## config.mk

```make
export PLATFORM = sky130hd
export DESIGN_NAME = warp_scheduler
export DESIGN_NICKNAME = d
export VERILOG_FILES = /design/src/rtl/common_pkg.sv /design/src/rtl/warp_scheduler.sv
export SDC_FILE = /design/constraint.sdc
export NUM_CORES = 1
export LEC_CHECK = 0
export CAP_MARGIN = 10
export CORE_MARGIN = 2
export CORE_UTILIZATION = 50
export CTS_BUF_LIST = sky130_fd_sc_hd__clkbuf_8
export CTS_CLUSTER_SIZE = 40
export DETAILED_ROUTE_END_ITERATION = 6
export PLACE_DENSITY = 0.79
export SKIP_CTS_REPAIR_TIMING = 1
export SLEW_MARGIN = 20
export SYNTH_ARGS = -nofsm -noshare
export SYNTH_HDL_FRONTEND = slang
export SYNTH_SLANG_ARGS = --single-unit
export TNS_END_PERCENT = 10
```

## constraint.sdc

```tcl
create_clock -name clk -period 2.7 [get_ports clk]
set_input_delay 0.405 -clock clk [delete_from_list [all_inputs] [get_ports clk]]
set_output_delay 0.405 -clock clk [all_outputs]
set_load 0.02 [all_outputs]
```

## src/rtl/common_pkg.sv

```systemverilog
// Types shared across the core's sequencing and decode logic.
package common_pkg;

   typedef enum logic [2:0] {
      WARP_IDLE,
      WARP_FETCH,
      WARP_DECODE,
      WARP_EXECUTE,
      WARP_MEM,
      WARP_WRITEBACK,
      WARP_DONE
   } warp_state_t;

endpackage

```

## src/rtl/warp_scheduler.sv

```systemverilog
// Round-robin warp sequencer that time-multiplexes the shared fetch/decode/execute
// datapath, one instruction per turn, and reports when every launched warp has halted.
module warp_scheduler
   import common_pkg::*;
#(
   parameter int NUM_WARPS = 4,
   localparam int WID_W = $clog2(NUM_WARPS)
) (
   input  logic                 clk,
   input  logic                 reset,
   input  logic                 start,
   input  logic [NUM_WARPS-1:0] warp_mask,
   output logic                 fetch_req,
   input  logic                 fetch_valid,
   input  logic                 Finish,
   input  logic                 DMemEN,
   output logic                 mem_req,
   input  logic                 mem_done,
   output warp_state_t          warp_state,
   output logic [WID_W-1:0]     cur_warp,
   output logic [NUM_WARPS-1:0] warp_done,
   output logic                 done
);

   warp_state_t          next_state;
   logic [WID_W-1:0]     next_warp;
   logic [NUM_WARPS-1:0] next_done;
   logic [NUM_WARPS-1:0] retired;
   logic [WID_W-1:0]     probe;
   logic [WID_W-1:0]     pick_idx;
   logic                 pick_found;
   logic [WID_W-1:0]     first_idx;
   warp_state_t          sel_state;
   logic [WID_W-1:0]     sel_warp;

   assign fetch_req = (warp_state == WARP_FETCH);
   assign mem_req   = (warp_state == WARP_MEM);
   assign done      = (warp_state == WARP_DONE);

   always_ff @(posedge clk or negedge reset) begin
      if (!reset) begin
         warp_state <= WARP_IDLE;
         cur_warp   <= '0;
         warp_done  <= '0;
      end else begin
         warp_state <= next_state;
         cur_warp   <= next_warp;
         warp_done  <= next_done;
      end
   end

   always_comb begin
      next_state = warp_state;
      next_warp  = cur_warp;
      next_done  = warp_done;
      probe      = cur_warp;
      pick_idx   = cur_warp;
      pick_found = 1'b0;
      first_idx  = '0;

      // A Finish retiring the current warp must already be visible to the rotation scan.
      retired = warp_done;
      if (warp_state == WARP_EXECUTE && Finish)
         retired[cur_warp] = 1'b1;

      // Offsets wrap modulo NUM_WARPS, so the final probe lands on cur_warp itself.
      for (int i = 1; i <= NUM_WARPS; i++) begin
         probe = cur_warp + WID_W'(i);
         if (!pick_found && !retired[probe]) begin
            pick_found = 1'b1;
            pick_idx   = probe;
         end
      end

      for (int i = NUM_WARPS - 1; i >= 0; i--) begin
         if (warp_mask[i])
            first_idx = WID_W'(i);
      end

      sel_state = pick_found ? WARP_FETCH : WARP_DONE;
      sel_warp  = pick_found ? pick_idx : cur_warp;

      case (warp_state)
         WARP_IDLE: begin
            if (start) begin
               next_done = ~warp_mask;
               if (warp_mask == '0) begin
                  next_state = WARP_DONE;
               end else begin
                  next_warp  = first_idx;
                  next_state = WARP_FETCH;
               end
            end
         end
         WARP_FETCH: begin
            if (fetch_valid)
               next_state = WARP_DECODE;
         end
         WARP_DECODE: next_state = WARP_EXECUTE;
         WARP_EXECUTE: begin
            if (Finish) begin
               next_done  = retired;
               next_state = sel_state;
               next_warp  = sel_warp;
            end else if (DMemEN) begin
               next_state = WARP_MEM;
            end else begin
               next_state = WARP_WRITEBACK;
            end
         end
         WARP_MEM: begin
            if (mem_done)
               next_state = WARP_WRITEBACK;
         end
         WARP_WRITEBACK: begin
            next_state = sel_state;
            next_warp  = sel_warp;
         end
         WARP_DONE: begin
            if (!start)
               next_state = WARP_IDLE;
         end
         default: next_state = WARP_IDLE;
      endcase
   end

endmodule

```

==> results of run 1 <==
registers in the layout, indices dropped and copies added (netlist names):
register and flops:
warp_state 3, warp_done 4, cur_warp 2
synthesized netlist by cell type, types with 2 or more instances:
master    instances
nand4b_1          2
nand2_1           7
nor2_1           12
mux2i_1           2
dfrtp_1           9
a221oi_1          4
nand2b_1          2
a211oi_1          6
or4_1             2
o41ai_1           2
ha_1              4
a221o_1           2
inv_1             6
nor2b_1           3
mux2_2            2
o21ai_0           4
mux4_2            3
a211o_1           3
clkbuf_1          3
a21oi_1          11
o221ai_1          2
nor3_1            2
o211ai_1          2
worst paths after layout:
kind | start | to | slack, ps | cells after the start
worst max-delay path | Finish | cur_warp[1] | 230 | 6
worst min-delay path | reset | warp_done[3] | 480 | 1
worst max register to register | cur_warp[0] | cur_warp[1] | 390 | 6
worst min register to register | warp_done[2] | warp_done[2] | 590 | 1
max in group asynchronous | reset | cur_warp[1] | 1910 | 1
min in group clk | warp_done[2] | warp_done[2] | 590 | 1
area by class of cell:
| class | instances | area, um^2 | share of cell area |
|---|---|---|---|
| Clock inverter | 1 | 3.75 | 0.00269 |
| Clock buffer | 3 | 41.3 | 0.0296 |
| Inverter | 6 | 22.5 | 0.0161 |
| Sequential cell | 9 | 225 | 0.161 |
| Multi-Input combinational cell | 97 | 736 | 0.527 |
| Tap cell | 27 | 33.8 | 0.0242 |
| Timing Repair Buffer | 37 | 333 | 0.239 |
kinds of logic after synthesis:
logic type      Yosys count  synth area share
compound gates           43             0.305
simple gates             41             0.222
buf+inv                  12            0.0634
flops                     9             0.220
mux                       8             0.133
fa+ha+maj                 4            0.0488
xor+xnor                  1           0.00854
power by group through the flow:
stage                     clock, mW  combinational [mW]  sequential (mW)
after floorplan                   0               0.812            0.367
after global placement            0                1.37            0.268
after detailed placement          0                1.40            0.270
after CTS                     0.157                1.41            0.269
after global routing          0.164                1.54            0.279
final                         0.156                1.42            0.270
layer usage:
metal | global-route usage | vias to the layer above | wire length [um]
li1 | - | 543 | -
met1 | 0.320 | 526 | 1220
met2 | 0.468 | 65 | 1470
met3 | 0.0736 | 8 | 230
met4 | 0.105 | 0 | 66
met5 | 0 | - | 0
metrics by stage:
stage	instances	cell area [um^2]	utilization
after global placement	176	1350	0.695
after global routing	180	1400	0.718
after CTS	180	1400	0.718
after detailed placement	176	1350	0.695
final	180	1400	0.718
after floorplan	118	1030	-
==> impl_metrics.json, run 1 <==
{
  "syn_inst": 118,
  "core_um2": 1940,
  "worstPathRequired_ps": 2790,
  "cts_root_buffer": "clkbuf_8",
  "power.share.clock": 0.085,
  "power_switching_share": 0.473,
  "path_delay_family": "compound AO/OA/AOI/OAI gates",
  "tightest_slew_ps": 443,
  "crit_path_start_kind": "input pin",
  "synth-edff-count": 0,
  "outcome": "finished clean",
  "path_class": "in2reg",
  "final_common_cell": "clkdlybuf4s50_1",
  "power.total_mw": 1.85,
  "drc": 0,
  "cp_slowest_cell": "mux4_2",
  "ant_nets": 0,
  "avgRoutedWirePerCell_um": 16.6,
  "max_freq_ghz": 0.405,
  "wirelength_um": 2980,
  "grt_pass1_vias": 1111,
  "pwr-share-comb": 0.769,
  "ys_async_sr_fraction": 1.00,
  "finClkSkew_ps": 1.53,
  "num_vias": 1142,
  "slew_headroom": 0.704,
  "grt_overflow": 0,
  "die_h_um": 49.3,
  "grt_pass1_wl_um": 5060,
  "nFillCells": 167,
  "fin_tns_setup_ps": 0,
  "power_frac_seq": 0.146,
  "antenna_found_initial": 0,
  "gp_congestion": 0.867,
  "min_path_type": "in2async",
  "synth_top_cell_by_area": "dfrtp_1",
  "cts.sinks": 9,
  "cap_violations": 0,
  "first_pass_iters": 4,
  "syn_area_um2": 1030,
  "cts_max_level": 1,
  "p_int_mw": 0.973,
  "avgViaCountPerCell": 6.34,
  "setup_viol": 0,
  "layout_setup_ws_ps": 229,
  "path_clk_slew_ps": 50,
  "end_kind": "register",
  "final_cell_mix": "clkdlybuf4s50_1 (22), buf_4 (15), nor2_1 (12), a21oi_1 (11), dfrtp_1 (9)",
  "worst-path-buf-inv": 1,
  "syn_area_per_cell_um2": 8.69,
  "grt_max_degree": 21,
  "pin_count": 23,
  "drtIter0Drc": 44,
  "drive_gt1_frac": 0.170,
  "cp_cell_sequence": "clkdlybuf4s50_1 -> and4b_2 -> a21oi_1 -> mux4_2 -> o41ai_1 -> a221oi_1",
  "cts_buffer_depth": 2,
  "area_growth_pct": 36.0,
  "cp_max_fo": 7,
  "initial_core_util": 0.528,
  "synth_nets": 133,
  "yosysSeqAreaShare": 0.220,
  "grt_use_total": 0.272,
  "cts_tree": "done",
  "leakage_nw": 0.542,
  "post-route-period-util": 0.915,
  "die_w_um": 49.3,
  "slew_violations": 0,
  "yosys_register_bits": 9,
  "synth_top_area_frac": 0.220,
  "clk_latency_ps": 240,
  "power_switching_mw": 0.873,
  "portBuffers": 22,
  "power_density_nw_per_um2": 1320,
  "layout.nets": 169,
  "peakVddDrop_mv": 0.868,
  "yosys-top-cells-area": "dfrtp_1 (22%), mux4_2 (6.6%), a21oi_1 (5.4%)",
  "rows": 16,
  "cp_data_arrival_time_ps": 2570,
  "die_area_um2": 2430,
  "hpwl_um": 2320,
  "synth-warning-count": 0,
  "hold_viol": 0,
  "cts_buffers": 3,
  "synth_ff_type": "dfrtp_1",
  "cp_slowest_stage_delay_ps": 520,
  "holdWs_ps": 480,
  "dp_slack_ps": 4.65,
  "antenna_cells": 0,
  "grt_setup_unrepaired": "false",
  "fin_crit_ps": 2470,
  "ys_types": 46
}
Power figures use the tool's default switching activity.
==> run 2, diff against run 1 <==
- DONT_BUFFER_PORTS: default -> 1
- PLACE_DENSITY: 0.79 -> default
==> run 2 against run 1 <==
Clock power fell by 4%. Via count fell by 10%. Core utilization fell by 13 points. Worst hold slack got worse by 210 ps. Cell count fell by 15%. Critical path depth fell by 1. Worst setup slack improved by 35 ps.
==> impl_metrics.json, run 2 (same netlist as run 1, synthesis figures left out) <==
{
  "hold_viol": 0,
  "drtIter0Drc": 32,
  "power_frac_seq": 0.203,
  "end_kind": "register",
  "dpl_cell_area_um2": 1080,
  "top_regs": "warp_done x4, warp_state x3, cur_warp x2",
  "finClkSkew_ps": 2.85,
  "cp_cell_sequence": "and4b_2 -> a21oi_1 -> mux4_2 -> o41ai_1 -> a221oi_1",
  "power.share.clock": 0.092,
  "die_h_um": 49.3,
  "crit_path_start_kind": "register",
  "clk_latency_ps": 230,
  "cts_buffers": 3,
  "top_register": "warp_done",
  "power_switching_share": 0.512,
  "num_vias": 1024,
  "hpwl_um": 2060,
  "wirelength_um": 2720,
  "antenna_found_initial": 0,
  "core_um2": 1940,
  "largest_reg_flops": 4,
  "design_area_um2": 1140,
  "grt_pass1_wl_um": 4600,
  "grt_pass1_vias": 980,
  "cts_tree": "done",
  "pwr-share-comb": 0.705,
  "cts_root_buffer": "clkbuf_8",
  "avgViaCountPerCell": 6.69,
  "first_pass_iters": 4,
  "cts.sinks": 9,
  "power.total_mw": 1.63,
  "leakage_nw": 0.433,
  "worst-path-buf-inv": 0,
  "cts_max_level": 1,
  "cts_buffer_depth": 2,
  "power_density_nw_per_um2": 1430,
  "fin_tns_setup_ps": 0,
  "grt_setup_unrepaired": "false",
  "cap_violations": 0,
  "rows": 16,
  "path_delay_family": "compound AO/OA/AOI/OAI gates",
  "cp_max_fo": 13,
  "max_freq_ghz": 0.411,
  "ant_nets": 0,
  "tightest_slew_ps": 451,
  "peakVddDrop_mv": 0.742,
  "grt_use_total": 0.240,
  "cp_slowest_stage_delay_ps": 540,
  "hold_start": "warp_mask[0]",
  "die_w_um": 49.3,
  "pin_count": 23,
  "final_common_cell": "nor2_1",
  "setup_viol": 0,
  "grt_overflow": 0,
  "drc": 0,
  "grt_max_degree": 21,
  "area_growth_pct": 11.1,
  "slew_headroom": 0.695,
  "startpoint": "warp_state[2]",
  "drive_gt1_frac": 0.159,
  "worstPathRequired_ps": 2780,
  "layout.nets": 142,
  "path_clk_slew_ps": 50,
  "fin_crit_ps": 2440,
  "final_cell_mix": "nor2_1 (12), a21oi_1 (11), dfrtp_1 (9), buf_4 (9)",
  "die_area_um2": 2430,
  "cp_slowest_cell": "mux4_2",
  "initial_core_util": 0.528,
  "slew_violations": 0,
  "outcome": "finished clean",
  "gp_congestion": 0.893,
  "path_class": "reg2reg",
  "rr_startpoint": "warp_state[2]",
  "p_int_mw": 0.796,
  "power_switching_mw": 0.834,
  "antenna_cells": 0,
  "avgRoutedWirePerCell_um": 17.8,
  "post-route-period-util": 0.902,
  "portBuffers": 0,
  "min_path_type": "in2reg",
  "cp_data_arrival_time_ps": 2520
}
run 2: worst register-to-register path, delay by kind of cell, from the launching register on:
family / cells / cell delay, ps
muxes: 1 / 540
AOI/OAI and AO/OA: 3 / 910
DFF: 1 / 360
and+or+nand+nor: 1 / 480
run 2: final timing paths:
path | to | slack [ps] | cells after the start
min in group asynchronous | warp_done[3] | 550 | 1
max in group asynchronous | warp_state[2] | 1850 | 1
worst min register to register | cur_warp[1] | 730 | 2
worst max-delay path | cur_warp[1] | 260 | 5
worst min-delay path | warp_done[0] | 270 | 1
worst max register to register | cur_warp[1] | 260 | 5
run 2: layer usage:
layer,part of all wire,GRT usage
met5,0,0
met3,0.096,0.0644
met1,0.45,0.348
met2,0.44,0.363
met4,0.013,0.0381
run 2: power by group through the flow:
| stage | Clock [mW] | Sequential (mW) | Combinational, mW |
|---|---|---|---|
| final | 0.149 | 0.331 | 1.15 |
| after global routing | 0.158 | 0.346 | 1.26 |
| after CTS | 0.151 | 0.331 | 1.13 |
| after detailed placement | 0 | 0.334 | 1.12 |
| after global placement | 0 | 0.330 | 1.12 |
| after floorplan | 0 | 0.367 | 0.812 |
run 2: stage by stage:
| step | hold WS [ps] | util | std cells | worst slack [ps] |
|---|---|---|---|---|
| 6_report | 273 | 0.587 | 153 | 264 |
| 5_1_grt | 279 | 0.587 | 153 | 122 |
| 4_1_cts | -134 | 0.582 | 152 | 313 |
| 3_5_place_dp | 110 | 0.559 | 148 | 361 |
| 3_3_place_gp | 110 | 0.559 | 148 | 356 |
| 2_1_floorplan | 109 | - | 118 | 267 |
run 2: final cells by class:
class                      count  area (um^2)
clock inverter                 1         3.75
clock buffer                   3         41.3
sequential                     9          225
fill                         184          802
inverter                       6         22.5
multi-input combinational     97          736
tap                           27         33.8
timing repair buffer          10         77.6
==> run 3, diff against run 2 <==
- clock period: 2.7 -> 2.6 ns (I/O delays scaled with it)
==> run 3 against run 2 <==
Clock skew down 2.1 ps. Worst setup slack lost 130 ps. Largest power group unchanged. Sequential power increased by 8.2%. Cell count is 0.65% higher. Register-to-register slack got worse by 130 ps. Flip-flop and latch count stayed put. Clock power increased by 9%. Worst hold slack worse by 18 ps. Core utilization rose by 0.39 points. Largest cell class unchanged.
==> impl_metrics.json, run 3 (same netlist as run 1, synthesis figures left out) <==
{
  "grt_pass1_vias": 1042,
  "nFillCells": 195,
  "drc": 0,
  "antenna_cells": 0,
  "power.total_mw": 1.71,
  "r2r_cells": 5,
  "hpwl_um": 2160,
  "grt_max_degree": 21,
  "cap_violations": 0,
  "cts_root_buffer": "clkbuf_8",
  "outcome": "finished clean",
  "cp_max_fo": 13,
  "die_area_um2": 2430,
  "pin_count": 23,
  "antenna_found_initial": 0,
  "worstPathRequired_ps": 2690,
  "cts_tree": "done",
  "largest_reg_flops": 4,
  "core_um2": 1940,
  "grt_overflow": 0,
  "cts_buffers": 3,
  "cts_max_level": 1,
  "drive_gt1_frac": 0.165,
  "path_class": "reg2reg",
  "avgViaCountPerCell": 6.74,
  "drtIter0Drc": 39,
  "slew_headroom": 0.675,
  "cp_data_arrival_time_ps": 2550,
  "tightest_slew_ps": 481,
  "ff_latch_area_um2": 225,
  "area_growth_pct": 11.8,
  "leakage_nw": 0.438,
  "initial_core_util": 0.528,
  "max_freq_ghz": 0.405,
  "crit_path_start_kind": "register",
  "rows": 16,
  "path_clk_slew_ps": 40,
  "grt_setup_unrepaired": "false",
  "place_inst": 149,
  "gp_congestion": 0.936,
  "slew_violations": 0,
  "grt_pass1_wl_um": 5040,
  "finClkSkew_ps": 0.787,
  "multi_input_area_um2": 736,
  "power_density_nw_per_um2": 1490,
  "end_kind": "register",
  "post-route-util": 0.591,
  "setup_viol": 0,
  "wirelength_um": 2810,
  "first_pass_iters": 4,
  "hold_viol": 0,
  "ant_nets": 0,
  "dpl_cell_area_um2": 1090,
  "design_area_um2": 1150,
  "top_regs": "warp_done x4, warp_state x3, cur_warp x2",
  "die_w_um": 49.3,
  "portBuffers": 0,
  "grt_use_total": 0.268,
  "layout.nets": 143,
  "fin_tns_setup_ps": 0,
  "num_vias": 1038,
  "fin_cells": 154,
  "post-route-period-util": 0.949,
  "final_common_cell": "nor2_1",
  "top_register": "warp_done",
  "clk_latency_ps": 240,
  "whs_path_depth": 1,
  "min_path_type": "in2reg",
  "avgRoutedWirePerCell_um": 18.2,
  "cts_buffer_depth": 2,
  "peakVddDrop_mv": 0.852,
  "cts.sinks": 9,
  "fin_crit_ps": 2470,
  "final_cell_mix": "nor2_1 (12), a21oi_1 (11), buf_4 (10), dfrtp_1 (9)",
  "die_h_um": 49.3
}
-- run 3: changes by cell type in the layout (fill, tap and decap cells not counted), sizes merged --
cell	delta
buf	+1
-- run 3: final timing paths --
| kind | to | startpoint | slack, ps |
|---|---|---|---|
| setup / recovery | cur_warp[0] | warp_state[2] | 130 |
| max in group asynchronous | warp_state[1] | reset | 1780 |
| min in group asynchronous | cur_warp[0] | reset | 530 |
| setup reg to reg | cur_warp[0] | warp_state[2] | 130 |
| hold reg to reg | warp_done[2] | warp_done[2] | 740 |
| hold / removal | warp_done[1] | warp_mask[1] | 260 |
-- run 3: final cells by class --
cell class | count | share of cell area
clock inverter | 1 | 0.00327
clock buffer | 3 | 0.0360
timing repair buffer | 11 | 0.0742
inverter | 6 | 0.0196
tap | 27 | 0.0294
multi-input combinational | 97 | 0.641
sequential | 9 | 0.196
-- run 3: power breakdown --
part	internal (mW)	total [mW]	switching, mW
Sequential	0.210	0.358	0.147
Combinational	0.524	1.19	0.665
Clock	0.103	0.162	0.0586
Total	0.837	1.71	0.871
-- run 3: stage by stage --
step	hold WS, ps	setup slack, ps
floorplan	94.4	167
global placement	94.7	270
detailed placement	94.7	177
CTS	-159	162
global route	249	7.57
finish	255	133
-- run 3: worst max-delay path, cell delays in order (launching register included) --
cell and delay (ps):
dfrtp_1 360, and4b_2 470, a21oi_1 210, mux4_2 550, o41ai_1 530, o221ai_1 180
-- run 3: routing by layer --
| layer | vias up | share of wire | wire, um | global-route usage |
|---|---|---|---|---|
| met1 | 485 | 0.43 | 1210 | 0.377 |
| met3 | 11 | 0.090 | 253 | 0.0706 |
| li1 | 486 | - | - | - |
| met5 | - | 0 | 0 | 0 |
| met4 | 0 | 0.024 | 68 | 0.100 |
| met2 | 56 | 0.46 | 1280 | 0.390 |
